[src/rtl/shift_pkg.sv]
// Shared constants and types for the shift-register sequencer.
package shift_pkg;

    localparam int unsigned DATA_W = 4;
    localparam int unsigned SEL_W  = 3;

    // Select codes understood by the universal shift register
    localparam logic [SEL_W-1:0] SEL_HOLD = 3'd0;
    localparam logic [SEL_W-1:0] SEL_LOAD = 3'd1;
    localparam logic [SEL_W-1:0] SEL_SHL  = 3'd2;
    localparam logic [SEL_W-1:0] SEL_SHR  = 3'd3;
    localparam logic [SEL_W-1:0] SEL_ROL  = 3'd4;
    localparam logic [SEL_W-1:0] SEL_ROR  = 3'd5;
    localparam logic [SEL_W-1:0] SEL_ASR  = 3'd6;
    localparam logic [SEL_W-1:0] SEL_CLR  = 3'd7;

    typedef enum logic [1:0] {
        IDLE    = 2'd0,
        LOAD    = 2'd1,
        SHIFT   = 2'd2,
        CAPTURE = 2'd3
    } state_e;

    // HOLD and LOAD as a command op mean "just load the data"; no shift phase
    function automatic logic is_load_only(input logic [SEL_W-1:0] op);
        return (op == SEL_HOLD) || (op == SEL_LOAD);
    endfunction

endpackage

[src/rtl/shift_down_counter.sv]
// Loadable down-counter tracking the remaining shift cycles of a command.
// Saturates at zero so a stray decrement can never wrap.
module shift_down_counter #(
    parameter int unsigned CNT_W = 4
) (
    input  logic             Clock,
    input  logic             Resetn,
    input  logic             load_i,
    input  logic [CNT_W-1:0] load_val_i,
    input  logic             dec_i,
    output logic [CNT_W-1:0] count_o,
    output logic             is_zero_o,
    output logic             is_one_o
);

    logic [CNT_W-1:0] cnt_q, cnt_d;

    // Next count: load has priority over decrement
    always_comb begin
        cnt_d = cnt_q;
        if (load_i) begin
            cnt_d = load_val_i;
        end else if (dec_i && (cnt_q != '0)) begin
            cnt_d = cnt_q - CNT_W'(1);
        end
    end

    // Count register
    always_ff @(posedge Clock or negedge Resetn) begin
        if (!Resetn) begin
            cnt_q <= '0;
        end else begin
            cnt_q <= cnt_d;
        end
    end

    // Flags decoded from the registered count
    always_comb begin
        count_o   = cnt_q;
        is_zero_o = (cnt_q == '0);
        is_one_o  = (cnt_q == CNT_W'(1));
    end

endmodule

[src/rtl/shift_sequencer.sv]
// Command sequencer for a 4-bit universal shift register.
// One accepted command produces: one LOAD cycle, `count` cycles of the requested
// op, then a CAPTURE cycle where done pulses and the register value is returned.
// S and L are registered, decoded from the next state so they line up with the
// registered state.
module shift_sequencer
    import shift_pkg::*;
#(
    parameter int unsigned CNT_W = 4
) (
    input  logic              Clock,
    input  logic              Resetn,
    input  logic              cmd_valid,
    output logic              cmd_ready,
    input  logic [2:0]        cmd_op,
    input  logic [CNT_W-1:0]  cmd_count,
    input  logic [0:DATA_W-1] cmd_data,
    input  logic              abort,
    output logic [2:0]        S,
    output logic [0:DATA_W-1] L,
    input  logic [0:DATA_W-1] Q,
    output logic              busy,
    output logic              done,
    output logic [0:DATA_W-1] result
);

    state_e             state_q, state_d;
    logic [2:0]         op_q, op_d;
    logic [2:0]         s_q, s_d;
    logic [0:DATA_W-1]  l_q, l_d;
    logic [0:DATA_W-1]  result_q, result_d;

    logic               cnt_load;
    logic [CNT_W-1:0]   cnt_load_val;
    logic               cnt_dec;
    logic [CNT_W-1:0]   cnt_value;
    logic               cnt_zero;
    logic               cnt_one;

    // Remaining-shift counter, loaded with the (possibly forced) count on accept
    shift_down_counter #(
        .CNT_W (CNT_W)
    ) u_remaining (
        .Clock      (Clock),
        .Resetn     (Resetn),
        .load_i     (cnt_load),
        .load_val_i (cnt_load_val),
        .dec_i      (cnt_dec),
        .count_o    (cnt_value),
        .is_zero_o  (cnt_zero),
        .is_one_o   (cnt_one)
    );

    // Next-state, command latching and counter control
    always_comb begin
        state_d      = state_q;
        op_d         = op_q;
        result_d     = result_q;
        cnt_load     = 1'b0;
        cnt_load_val = '0;
        cnt_dec      = 1'b0;

        unique case (state_q)
            IDLE: begin
                // abort is deliberately not looked at here
                if (cmd_valid) begin
                    op_d         = cmd_op;
                    cnt_load     = 1'b1;
                    cnt_load_val = is_load_only(cmd_op) ? '0 : cmd_count;
                    state_d      = LOAD;
                end
            end
            LOAD: begin
                if (abort) begin
                    cnt_load = 1'b1;
                    state_d  = IDLE;
                end else if (cnt_zero) begin
                    state_d = CAPTURE;
                end else begin
                    state_d = SHIFT;
                end
            end
            SHIFT: begin
                if (abort) begin
                    cnt_load = 1'b1;
                    state_d  = IDLE;
                end else begin
                    cnt_dec = 1'b1;
                    if (cnt_one) begin
                        state_d = CAPTURE;
                    end
                end
            end
            CAPTURE: begin
                result_d = Q;
                state_d  = IDLE;
            end
            default: begin
                state_d = IDLE;
            end
        endcase
    end

    // Register-side outputs for the coming cycle; LOAD is only entered on accept,
    // so cmd_data is the live command's data whenever it is selected
    always_comb begin
        s_d = SEL_HOLD;
        l_d = '0;
        case (state_d)
            LOAD: begin
                s_d = SEL_LOAD;
                l_d = cmd_data;
            end
            SHIFT: begin
                s_d = op_d;
            end
            default: begin
                s_d = SEL_HOLD;
            end
        endcase
    end

    // Sequencer state and registered outputs
    always_ff @(posedge Clock or negedge Resetn) begin
        if (!Resetn) begin
            state_q  <= IDLE;
            op_q     <= SEL_HOLD;
            s_q      <= SEL_HOLD;
            l_q      <= '0;
            result_q <= '0;
        end else begin
            state_q  <= state_d;
            op_q     <= op_d;
            s_q      <= s_d;
            l_q      <= l_d;
            result_q <= result_d;
        end
    end

    // Status outputs; during CAPTURE the result is forwarded straight from Q so
    // it is already valid while done is high
    always_comb begin
        S         = s_q;
        L         = l_q;
        cmd_ready = (state_q == IDLE);
        busy      = (state_q != IDLE);
        done      = (state_q == CAPTURE);
        result    = (state_q == CAPTURE) ? Q : result_q;
    end

endmodule

[config.mk]
export PLATFORM = sky130hd
export DESIGN_NAME = shift_sequencer
export DESIGN_NICKNAME = d
export VERILOG_FILES = /design/src/rtl/shift_pkg.sv /design/src/rtl/shift_down_counter.sv /design/src/rtl/shift_sequencer.sv
export SDC_FILE = /design/constraint.sdc
export NUM_CORES = 1
export LEC_CHECK = 0
export BUFFER_PORTS_ARGS = -buffer_cell sky130_fd_sc_hd__buf_4
export CAP_MARGIN = 20
export CORE_MARGIN = 8
export CORE_UTILIZATION = 45
export CTS_CLUSTER_DIAMETER = 120
export CTS_CLUSTER_SIZE = 25
export DETAILED_ROUTE_END_ITERATION = 12
export PLACE_DENSITY = 0.8
export SLEW_MARGIN = 0
export SYNTH_ARGS = -nofsm -noshare
export SYNTH_HDL_FRONTEND = slang
export SYNTH_SLANG_ARGS = --single-unit
[constraint.sdc]
create_clock -name Clock -period 4.55 [get_ports Clock]
set_input_delay 0 -clock Clock [delete_from_list [all_inputs] [get_ports Clock]]
set_output_delay 0 -clock Clock [all_outputs]
set_load 0.005 [all_outputs]
# Word level (Yosys, flattened, before mapping)
# Cells that the tools add are included.
# Widths: inputs -> output; s select.
# word_totals
out_inout_bits	14
ff_bits	20
input_bits	19
word_cells	44
# classes
mux	21
eq_ne	7
reduce_logical	9
addsub	1
# op_table
cell	count
$mux 4	7
$mux 2	4
$pmux 2 s4	1
$eq 2x2->1 const B	3
$mux 3	2
$pmux 3 s2	1
$mux 1	5
$eq 2x1->1 const B	2
$eq 4x1->1 const B	1
$logic_not 4->1	1
$reduce_bool 2->1	2
$reduce_bool 4->1	1
$sub 4x1->4 const B	1
$eq 3x1->1 const B	1
$logic_not 3->1	1
$logic_not 2->1	1
$pmux 1 s2	1
$reduce_or 2->1	1
$logic_and 1x1->1	1
$logic_or 1x1->1	1

# Depth between registers and ports, before layout
# Gate-level depths: netlist of the first run.
# depth
word_depth	6
ltp_mapped	9
depth_no_buf	9

# Cells and area by module
# From an unflattened synthesis of the first run, not the netlist that was laid out.
# unflattened
cells_unflattened	91
area_unflattened_um2	1038.5
# modules_own_cells
module	cells_per_inst	n_inst	seq_area_each_um2	area_per_inst_um2
shift_sequencer	62	1	400.4	779.5
shift_down_counter	29	1	100.1	259.0

# Least setup slack after synthesis of the first run
# No wires, ideal clock.
# synth_path
path_type	reg-to-reg
start	register state_q[0]
end	register s_q[1] (netlist: S[1])
stages_incl_launch_ff	9
required_time_ns	4.477
setup_slack_ns	2.768
t_arrival_ns	1.709
n_path_buf	0
setup_ns	0.073
synth_period_minus_slack_ns	1.782
path_cell_list	dfrtp_1 -> inv_1 -> ha_1 -> nor2b_1 -> o22ai_1 -> a22oi_1 -> ha_1 -> nand2b_1 -> nor2b_1
# synth_between
word_cells_on_any_way	12
classes_between	5 x eq/ne; 6 x mux; 1 x reduce/logical
# synth_rtl
element	line_no	source
start: declaration	shift_sequencer.sv:27	state_e state_q, state_d;
start signal: assignment	shift_sequencer.sv:132	state_q <= state_d;
$eq 2x2->1 (tied with other cells)	shift_sequencer.sv:63	unique case (state_q)
$pmux 2 s4 *	shift_sequencer.sv:63	
net state_d[1]	shift_sequencer.sv:27	
$eq 2x2->1 or $eq 2x1->1 (tied branches)	shift_sequencer.sv:109	case (state_d)
$pmux 3 s2 *	shift_sequencer.sv:109	
net s_d[1]	shift_sequencer.sv:29	logic [2:0] s_q, s_d;
end signal: assignment	shift_sequencer.sv:128	s_q <= SEL_HOLD;
end signal: assignment	shift_sequencer.sv:134	s_q <= s_d;
end: declaration	shift_sequencer.sv:29	
# Mark *: on every way through the listed nets, which the timed path passes. The rest lies on a longest branch.
# A chain may end at the register's enable or synchronous reset.

# Worst setup path after layout of the first run
# layout_path
start	register state_q[0]
end	register s_q[2] (netlist: S[2])
# The elaborated chain is that of the path after synthesis.

==> results list, run 1 <==
- Sinks on Clock Net: 20
* Pin count of the biggest net entering global routing: 21
- After clock tree synthesis, the clock-pin slew on the worst setup and hold paths is 0.11 ns.
- The detail route stage leaves a number of antenna-violating nets equal to 0.
- Residual overflow from global routing: 0
- Via count of the first global-routing pass: 929
* Width of the die: 64.13 um
- FF-to-FF path depth: 8
- The pre-antenna-repair detailed-routing pass consisted of 4 iterations.
* Initial antenna violation count: 0
* Number of fill cells: 174
- On the worst path, the slowest cell contributes a delay of 0.43 ns.
* Worst setup path class: reg -> reg
- At the pin with the least slew margin, the transition time is 0.4244 ns.
* CP startpoint kind: flop
- For this run, asynchronously set or reset flops after synthesis account for 100.0%.
- For this design, the slowest cell found on the critical path is dfrtp_1.
- Final nets: 172
- At the later pin of the worst-skew pair, clock insertion delay measures 0.30 ns.
* Clock tree from TritonCTS: done
- For this design the static power due to leakage is 0.7290 nW.
- DRC viols: 0
- Of all nets on the critical path, the largest fanout is 4.
- Min-Delay Path Depth: 2
- The hold violation count in the final report is 0.
- Met3 wirelength from detailed routing: 183 um
- Yosys mapped a number of flops with a built-in enable equal to 0.
- In the global route stage, overall resource usage came out at 12.61%.
- For this block, wires on met1 add up to 1013 um.
* Nature of the critical path endpoint: flop
- For this run, the leading register cell type out of synthesis is dfrtp_1.
* Period utilisation layout: 44.70%
- Power comes to 0.8534 mW.
* Proportion of layout cells with a drive suffix above 1: 33.57%
- The first global-routing pass estimated 4160 um of wire.
- Post-synth cell types: 29
- Once placement finished, the instance area stood at 1305 um^2.
- Slew Viols, Final: 0
- The mapped netlist covers 1042 um^2.
- Vias per inst: 4.836
- Total Wirelength: 2435 um
- Top metal layer carrying routed signals: met4
- The clock arrives with 0.002666 ns of skew.
- Buffers inserted during clock tree synthesis total 3.
- Synthesis produced a netlist with a net count of 122.
* Site Rows: 17
- Post-layout min period: 2.034 ns
- In the final routed layout, each cell accounts on average for 14.24 um.
- HPWL after detailed placement: 1771 um
- Last weighted congestion value of the routability-driven placer: 0.8338
- Cell area power density: 572.2 nW/um^2
- Peak supply drop: 0.3492 mV
* Worst Path Required: 4.78 ns
* Max-capacitance violation count: 0
- Run status: completed
- Worst hold path class: in -> reg
- Summing the sequential cell areas from Yosys gives 48.02% of the chip area.
- The Yosys step of the flow raised 0 warnings.
- The die covers 4112 um^2.
- The root buffer cell chosen for the clock tree is clkbuf_4.
- Area overhead of the layout relative to synthesis: 43.10%
- Data arrival time at the worst-slack endpoint: 2.27 ns
- 1st-iter DRT viols: 33
* Sequential cell area: 500.5 um^2
- Leaving out fill and tap cells, the most frequent cell in the layout is buf_4.
- Total number of vias: 827
- Total of flip-flops plus latches after synthesis: 20
* Total of cells resized after clock tree synthesis: 0
- The critical path goes through inv_1 > ha_1 > nor2b_1 > o22ai_1 > a22oi_1 > ha_1 > nand2b_1 > nor2b_1.
- Setup violations remaining at the end of the flow were counted as 0.
- Met2 routed WL: 1233 um
- Die height: 64.13 um
* Post-route setup TNS: 0 ns
* Final standard cell area without fillers: 1491 um^2
- Synthesized area per cell: 11.09 um^2
* Headroom to the max-slew limit: 71.71%
* Initial core utilization: 47.12%
- In the layout the commonest cells are 32 x buf_4, 20 x dfrtp_1, 15 x dlygate4sd3_1.
- Input/output buffers: 32
- Synthesis handed over a netlist of 94 instances.
- The repair_antennas step left the layout with diodes totalling 0.
* I/O Pins: 33
- RSZ-0062 raised after global routing: false
- Floorplan Core Area: 2212 um^2
* Clock Tree Buf Depth: 2
- In this run the number of H-tree levels came out at 1.
- Flop2flop setup slack: 2.52 ns
* Timing-limited maximum frequency: 491.6 MHz
- Multi-input combinational cell area: 506.7 um^2
sequential cells by signal (all words and copies together), names as in the netlist:
signal,flops
u_remaining.count_o,4
op_q,3
S,3
L,4
state_q,2
result_q,4
per-layer routing:
layer  up-vias  track usage (%)
met5         -                0
li1        417                -
met1       380            14.20
met4         0            1.635
met2        28            21.58
met3         2            6.272
cell type report:
| cell class | instances | share of cell area, % |
|---|---|---|
| Timing Repair Buffer | 47 | 26.17 |
| Multi-Input combinational cell | 66 | 33.98 |
| Clock buffer | 4 | 2.433 |
| Inverter | 6 | 1.510 |
| Tap cell | 28 | 2.349 |
| Sequential cell | 20 | 33.56 |
Yosys cell counts, drive strengths merged, types with 3 or more instances:
| library cell | n | share of area [%] |
|---|---|---|
| nor2b | 3 | 1.8 |
| nand2 | 5 | 2.5 |
| ha | 9 | 11 |
| and2 | 5 | 3.0 |
| o22ai | 3 | 1.8 |
| nand2b | 4 | 2.4 |
| mux2 | 7 | 8.3 |
| inv | 6 | 2.2 |
| nor2 | 9 | 3.2 |
| a21oi | 4 | 2.3 |
| dfrtp | 20 | 48 |
worst max-delay path, delay by kind of cell (launching register included):
family	cells	cell delay (ns)
AND/OR/NAND/NOR	3	0.53
buffers and inverters	1	0.12
flip-flops	1	0.43
adder cells (fa/ha/maj)	2	0.47
AO/OA/AOI/OAI	2	0.42
power by group:
part	leakage, nW	internal [mW]	total, mW	switching [mW]
Combinational	0.455	0.241	0.454	0.214
Sequential	0.253	0.254	0.296	0.0427
Clock	0.0210	0.0488	0.103	0.0538
through the flow:
stage	util, %	std cells	hold slack (ns)	setup WS [ns]
4_1_cts	67.42	171	0.02973	2.525
5_1_grt	67.42	171	0.03160	2.293
2_1_floorplan	-	94	-0.2956	2.768
6_report	67.42	171	0.03854	2.516
3_3_place_gp	58.99	152	-0.1112	2.675
3_5_place_dp	58.99	152	-0.1046	2.549
cell families after synthesis:
| group | Yosys count | share of synthesized area (%) |
|---|---|---|
| compound gates | 16 | 10.93 |
| mux | 7 | 8.283 |
| fa+ha+maj | 9 | 10.80 |
| buf+inv | 8 | 3.361 |
| simple gates | 34 | 18.61 |
| flops | 20 | 48.02 |
worst paths after layout:
kind                                 start                endpoint
worst max-delay path            state_q[0]                    S[2]
worst min-delay path             cmd_valid              state_q[0]
worst max register to register  state_q[0]                    S[2]
worst min register to register     op_q[1]                 op_q[1]
max in group asynchronous           Resetn             result_q[1]
min in group asynchronous           Resetn  u_remaining.count_o[2]
what timing repair did:
| item | 4_1_cts | 5_1_grt |
|---|---|---|
| setup buffers | 0 | 0 |
| hold endpoints to repair | 34 | 0 |
| setup endpoints to repair | 0 | 0 |
| hold buffers | 15 | 0 |
(Power assumes the default switching activity.)
==> inputs of run 2 (changes only) <==
==> constraint.sdc (replaced) <==
create_clock -name Clock -period 1.9 [get_ports Clock]
set_input_delay 0 -clock Clock [delete_from_list [all_inputs] [get_ports Clock]]
set_output_delay 0 -clock Clock [all_outputs]
set_load 0.005 [all_outputs]
==> run 2 against run 1 <==
Against the previous run: clock-buffer cell count fell by 1; first-iteration DRC count rose by 15%; routed wire length rose by 8.1%; cell count rose by 4.7%; non-clock buffer count rose by 8; critical endpoint is now result[3]; largest power group unchanged; highest routed layer unchanged.
==> results list, run 2 (synthesis results as in run 1) <==
* Routed wirelength normalized by instance count: 14.71 um (+3.3%)
* Die area: 4112 um^2 (unchanged)
- The critical path ends at result[3].
* Area post-placement: 1343 um^2 (+2.9%)
- Total number of vias: 916 (+11%)
* Cell family with most CP delay: adder cells
- HPWL after detailed placement: 1840 um (+3.9%)
- CTS placed an instance of clkbuf_4 at the clock tree root.
- The first-pass GRT wire length came to 4554 um (+9.5%).
- Site Rows: 17 (unchanged)
* Final standard cell area without fillers: 1610 um^2 (+8.0%)
* Input/output buffers: 32 (unchanged)
* 1st-iter DRT viols: 38 (+15%)
* Headroom to the max-slew limit: 69.11% (-2.6 points)
- STA classifies the critical path startpoint as a flop.
* Transition at the pin with the smallest max-transition slack: 0.4634 ns (+0.03899 ns)
- Clock Tree Buf Depth: 2 (unchanged)
- Pin count of the biggest net entering global routing: 21 (unchanged)
* Initial antenna violation count: 0 (unchanged)
* Vias per inst: 5.117 (+5.8%)
- Crit path buf inv count: 1 (unchanged)
* Worst-case setup slack after placement: -0.01857 ns (-2.568 ns)
- Crit. path cell count: 3 (-5)
- I/O Pins: 33 (unchanged)
- Final setup violation count: 0 (unchanged)
* Timing-limited maximum frequency: 553.6 MHz
- The hold violation count in the final report was 0 (unchanged).
- Leaving out fill and tap cells, the most frequent cell in the layout is buf_4.
- Inserted Clock Buffers: 3 (unchanged)
- Data arrival time at the worst-slack endpoint: 1.81 ns (-0.46 ns)
- The worst path in the final design needs a cycle of 1.807 ns, including I/O delays and setup.
- Crit Reg-Reg Startpoint: u_remaining.count_o[0]
- Multi-input combinational cell area: 549.3 um^2 (+8.4%)
- The final estimated routing congestion in global placement was 0.8216 (-1.5%).
- Die height: 64.13 um (unchanged)
* Via count of the first global-routing pass: 993 (+6.9%)
* Max-capacitance violation count: 0 (unchanged)
- Worst Path Required: 1.90 ns (-2.88 ns)
* CTS clk-pin slew, worst paths: 0.12 ns (about the same)
* Width of the die: 64.13 um (unchanged)
- Final nets: 180 (+4.7%)
* Floorplan Core Area: 2212 um^2 (unchanged)
- Number of fill cells: 165 (-5.2%)
- The reported leakage power came to 0.7907 nW (+8.5%).
- Worst hold path class: in -> reg
* Sequential cell area: 500.5 um^2 (unchanged)
- The count of cells along the worst register-to-register path was 7 (-1).
- STA classifies the critical path endpoint as an output port.
- Run status: completed
* Cell area power density: 1471 nW/um^2 (+160%)
- Area overhead of the layout relative to synthesis: 54.50%
- The slowest stage of the critical path belongs to the cell ha_1.
* Count of antenna-violating nets left after detailed routing: 0 (unchanged)
- The remaining global-route overflow was 0 (unchanged).
* Critical path cell sequence: ha_1 > mux2_2 > buf_4
- Flop2flop setup slack: 0.09 ns (-2.42 ns)
- Worst skew pair latency: 0.31 ns (about the same)
- Proportion of layout cells with a drive suffix above 1: 42.38% (+8.8 points)
- The endpoint identified for the worst register-to-register timing path is L[3].
- Crit Path Max Fanout: 9 (+5)
- Detailed Routing Iterations Pass 1: 4 (unchanged)
* Period utilisation layout: 95.08%
* Most used cells in the layout excluding fill and tap cells: 40 x buf_4, 20 x dfrtp_1, 15 x dlygate4sd3_1
* DRC viols: 0 (unchanged)
- The peak ir drop on the vdd network came to 1.051 mV (+200%).
* Maximum clock skew at final layout: 0.006563 ns (+0.003897 ns)
- The critical path is of the reg -> out type.
* Clock tree from TritonCTS: done
- Initial core utilization: 47.12% (unchanged)
- The post-detailed-routing wire length is 2633 um (+8.1%).
* Final Worst Setup Slack: 0.09348 ns (-2.423 ns)
- Combined global-route utilization of all metal layers: 13.76% (+1.1 points)
* Antenna cells: 0 (unchanged)
- The clock net sink count was 20 (unchanged).
* Finished Core Util: 72.79% (+5.4 points)
- The most critical setup path has its startpoint at state_q[1].
- The final number of max-transition violations came to 0 (unchanged).
- The highest cell delay on the worst timing path is 0.49 ns (+0.06 ns).
* Number of H-tree levels: 1 (unchanged)
-- run 2: worst reg2reg max path: stages, from the launching register on --
cell and delay (ns):
dfrtp_1 0.44, ha_1 0.22, nor3b_4 0.16, o21ai_0 0.14, o21ai_1 0.10, o22a_1 0.21, ha_1 0.26, and2_1 0.18
-- run 2: area by class of cell --
| class | count | area share, % |
|---|---|---|
| clock inverters | 1 | 1.865 |
| clock buffers | 3 | 1.399 |
| multi-input cells | 66 | 34.11 |
| well taps | 28 | 2.176 |
| inverters | 6 | 1.399 |
| flip-flops and latches | 20 | 31.08 |
| repair buffers | 55 | 27.97 |
-- run 2: how the worst min path moves through the flow --
stage,start,end,slack [ns],cells past startpoint
global placement,Resetn,u_remaining.count_o[2],-0.11,1
CTS,cmd_valid,state_q[0],0.02,2
floorplan,Resetn,L[0],-0.30,0
finish,cmd_valid,state_q[0],0.02,2
detailed placement,Resetn,u_remaining.count_o[3],-0.11,1
global route,cmd_valid,state_q[0],0.004,2
-- run 2: metrics by stage --
step | setup TNS [ns] | power [mW] | hold WS [ns] | std cells
detailed placement | -0.02771 | 1.847 | -0.1091 | 157
global placement | 0 | 1.805 | -0.1124 | 157
floorplan | 0 | 1.397 | -0.2956 | 94
global route | -0.008018 | 2.550 | 0.004459 | 179
finish | 0 | 2.369 | 0.01648 | 179
CTS | 0 | 2.237 | 0.02348 | 176
-- run 2: per-layer routing --
layer / GRT usage, % / vias up / wire [um]
met4: 2.725 / 0 / 35
met3: 6.620 / 5 / 197
li1: - / 433 / -
met2: 25.09 / 34 / 1381
met1: 13.97 / 444 / 1018
met5: 0 / - / 0
-- run 2: power breakdown --
part	switching (mW)	internal (mW)
sequential	0.0996	0.607
combinational	0.587	0.725
clock	0.137	0.213
-- run 2: timing repair --
item                       in CTS  in global routing
resized for setup               2                  9
hold endpoints to repair       34                  0
buffers inserted                0                  3
hold buffers                   15                  0
setup endpoints to repair       2                  7
pin swaps                       0                  3
==> inputs of run 3 (changes only) <==
--- a/config.mk
+++ b/config.mk
@@ -13,6 +13,7 @@
 export CTS_CLUSTER_SIZE = 25
 export DETAILED_ROUTE_END_ITERATION = 12
 export PLACE_DENSITY = 0.8
+export RECOVER_POWER = 25
 export SLEW_MARGIN = 0
 export SYNTH_ARGS = -nofsm -noshare
 export SYNTH_HDL_FRONTEND = slang
==> run 3 against run 2 <==
Against the previous run: first-iteration DRC count rose by 2.6%; combinational power about the same; sequential cell count is the same; critical path depth is the same; non-clock buffer count stayed put; clock power about the same; hold slack stayed put; sequential power is essentially flat; via count unchanged; largest power group unchanged; routed wire length barely moved; utilization down 0.17 points; die area unchanged.
==> results list, run 3 (synthesis results as in run 1) <==
- Switching part of the total power: 34.75% (about the same)
* Wire length of the first global-routing pass: 4554 um (unchanged)
- The final total negative setup slack was 0 ns (unchanged).
- Initial antenna violation count: 0 (unchanged)
* Crit. path cell count: 3 (unchanged)
- Compared with the post-synthesis result, the final layout area differs by 54.14%.
* Site Rows: 17 (unchanged)
- The critical path is of the reg -> out type.
- The average wire per cell in the routed design is 14.70 um (about the same).
- Cell area power density: 1474 nW/um^2 (+0.19%)
- Vias per inst: 5.117 (unchanged)
* Run status: completed
* Max-capacitance violation count: 0 (unchanged)
* CP startpoint kind: flop
- Walking the worst path, the cells encountered are ha_1 > mux2_2 > buf_4.
- Period utilisation layout: 95.08% (unchanged)
- The final critical-path required period was 1.807 ns (unchanged).
* CTS clk-pin slew, worst paths: 0.12 ns (about the same)
- Reg power frac: 29.8% (about the same)
- The count of cells along the worst register-to-register path came to 7 (unchanged).
* Count of antenna-violating nets left after detailed routing: 0 (unchanged)
* Cell family with most CP delay: adder cells
- The post-route total power came to 2.368 mW (about the same).
- The die width was 64.13 um (unchanged).
- Final nets: 180 (unchanged)
* Detailed Routing Iterations Pass 1: 4 (unchanged)
- Initial core utilization: 47.12% (unchanged)
* Startpoint of the worst setup timing path: state_q[1]
* Timing-limited maximum frequency: 553.6 MHz (unchanged)
* Worst skew pair latency: 0.31 ns (about the same)
* Antenna cells: 0 (unchanged)
- The actual transition at the worst max-transition pin is 1.072 ns (+0.6087 ns).
* Inserted Clock Buffers: 3 (unchanged)
- Standard cell with the maximum stage delay on the critical path: ha_1
- The placed instance count came to 157 (unchanged).
- The switching power was 0.8229 mW (about the same).
- Clock tree from TritonCTS: done
* Maximum clock skew at final layout: 0.006563 ns (unchanged)
- The count of non-filler cells in the finished layout came to 179 (unchanged).
- DRC viols: 0 (unchanged)
- Die area: 4112 um^2 (unchanged)
- The required time reported for the critical path endpoint was 1.90 ns (about the same).
- Peak supply drop: 1.050 mV (-0.12%)
* Share of total power in combinational logic: 55.4% (about the same)
- 1st-iter DRT viols: 39 (+2.6%)
* Worst hold path class: in -> reg
- The setup slack of the most critical reg-to-reg path came to 0.09 ns (about the same).
* Sequential cell area: 500.5 um^2 (unchanged)
* Nature of the critical path endpoint: output port
- The via count of the first global-routing pass is 993 (unchanged).
- Capturing element of the worst setup path: result[3]
- End of the worst register-to-register path: L[3]
- The reported leakage power came to 0.7871 nW (-0.46%).
- Most frequent standard cell in the layout excluding fill and tap cells: buf_4
- The deepest level of the CTS H-tree was 1 (unchanged).
- The final estimated routing congestion in global placement was 0.8216 (unchanged).
- I/O Pins: 33 (unchanged)
* Crit Path Max Fanout: 9 (unchanged)
- Multi-input combinational cell area: 549.3 um^2 (unchanged)
- The normalized max-slew margin is 28.53% (-41 points).
- Data arrival time at the worst-slack endpoint: 1.81 ns (about the same)
- Crit-path max cell delay: 0.49 ns (about the same)
* Total Wirelength: 2631 um (about the same)
- Total internal power: 1.545 mW (about the same)
* Die height: 64.13 um (unchanged)
* Most used cells in the layout excluding fill and tap cells: 39 x buf_4, 20 x dfrtp_1, 15 x dlygate4sd3_1
* Crit path buf inv count: 1 (unchanged)
- The clock group share of total power was 14.8% (about the same).
- Combined global-route utilization of all metal layers: 13.76% (unchanged)
- The startpoint identified for the worst register-to-register timing path is u_remaining.count_o[0].
* Number of fill cells: 166 (+0.61%)
- Residual overflow from global routing: 0 (unchanged)
* Final setup violation count: 0 (unchanged)
* Proportion of layout cells with a drive suffix above 1: 41.72% (-0.66 points)
* Sinks on Clock Net: 20 (unchanged)
- The hold violation count in the final report was 0 (unchanged).
* Hold path start: cmd_valid
* Floorplan Core Area: 2212 um^2 (unchanged)
* Total number of vias: 916 (unchanged)
* Input/output buffers: 32 (unchanged)
- The final number of max-transition violations was 0 (unchanged).
* HPWL after detailed placement: 1840 um (unchanged)
- The maximum buffer depth of the clock tree was 2 (unchanged).
- Clock root cell: clkbuf_4
* Pin count of the biggest net entering global routing: 21 (unchanged)
[run 3: power by group through the flow]
stage | Sequential (mW) | Clock [mW] | Combinational (mW)
finish | 0.706 | 0.350 | 1.31
global route | 0.723 | 0.376 | 1.45
CTS | 0.697 | 0.352 | 1.19
detailed placement | 0.704 | 0 | 1.14
global placement | 0.697 | 0 | 1.11
floorplan | 0.697 | 0 | 0.700
[run 3: worst register-to-register path, stage by stage, from the launching register on]
cell,delay (ns)
dfrtp_1,0.44
ha_1,0.22
nor3b_4,0.16
o21ai_0,0.14
o21ai_1,0.10
o22a_1,0.21
ha_1,0.26
and2_1,0.18
[run 3: stage by stage]
stage	setup slack, ns	instance area [um^2]	utilization, %	hold WS (ns)
floorplan	0.1179	1042	-	-0.2956
global route	-0.008018	1607	72.62	0.004459
finish	0.09348	1607	72.62	0.01648
CTS	0.005547	1555	70.31	0.02348
global placement	0.08989	1343	60.69	-0.1124
detailed placement	-0.01857	1343	60.69	-0.1091
[run 3: layout make-up]
class	instances	area share, %
repair buffers	55	27.80
clock inverters	1	1.869
inverters	6	1.402
well taps	28	2.181
flip-flops and latches	20	31.15
multi-input cells	66	34.19
clock buffers	3	1.402
[run 3: how the worst min path moves through the flow]
| stage | end | slack (ns) | depth (start not counted) |
|---|---|---|---|
| 3_5_place_dp | u_remaining.count_o[3] | -0.11 | 1 |
| 2_1_floorplan | L[0] | -0.30 | 0 |
| 5_1_grt | state_q[0] | 0.004 | 2 |
| 4_1_cts | state_q[0] | 0.02 | 2 |
| 6_report | state_q[0] | 0.02 | 2 |
| 3_3_place_gp | u_remaining.count_o[2] | -0.11 | 1 |
[run 3: layer usage]
layer / vias up / global-route usage [%] / routed length (um)
met2: 34 / 25.09 / 1381
met4: 0 / 2.725 / 35
li1: 433 / - / -
met1: 444 / 13.97 / 1016
met3: 5 / 6.620 / 197
met5: - / 0 / 0
[run 3: what timing repair did]
| action | in CTS | in global routing |
|---|---|---|
| hold buffers | 15 | 0 |
| pin swaps | 0 | 3 |
| setup buffers | 0 | 3 |
| resized for setup | 2 | 9 |
| hold endpoints to repair | 34 | 0 |
| endpoints found under the setup margin | 2 | 7 |
| gates cloned | 0 | 0 |
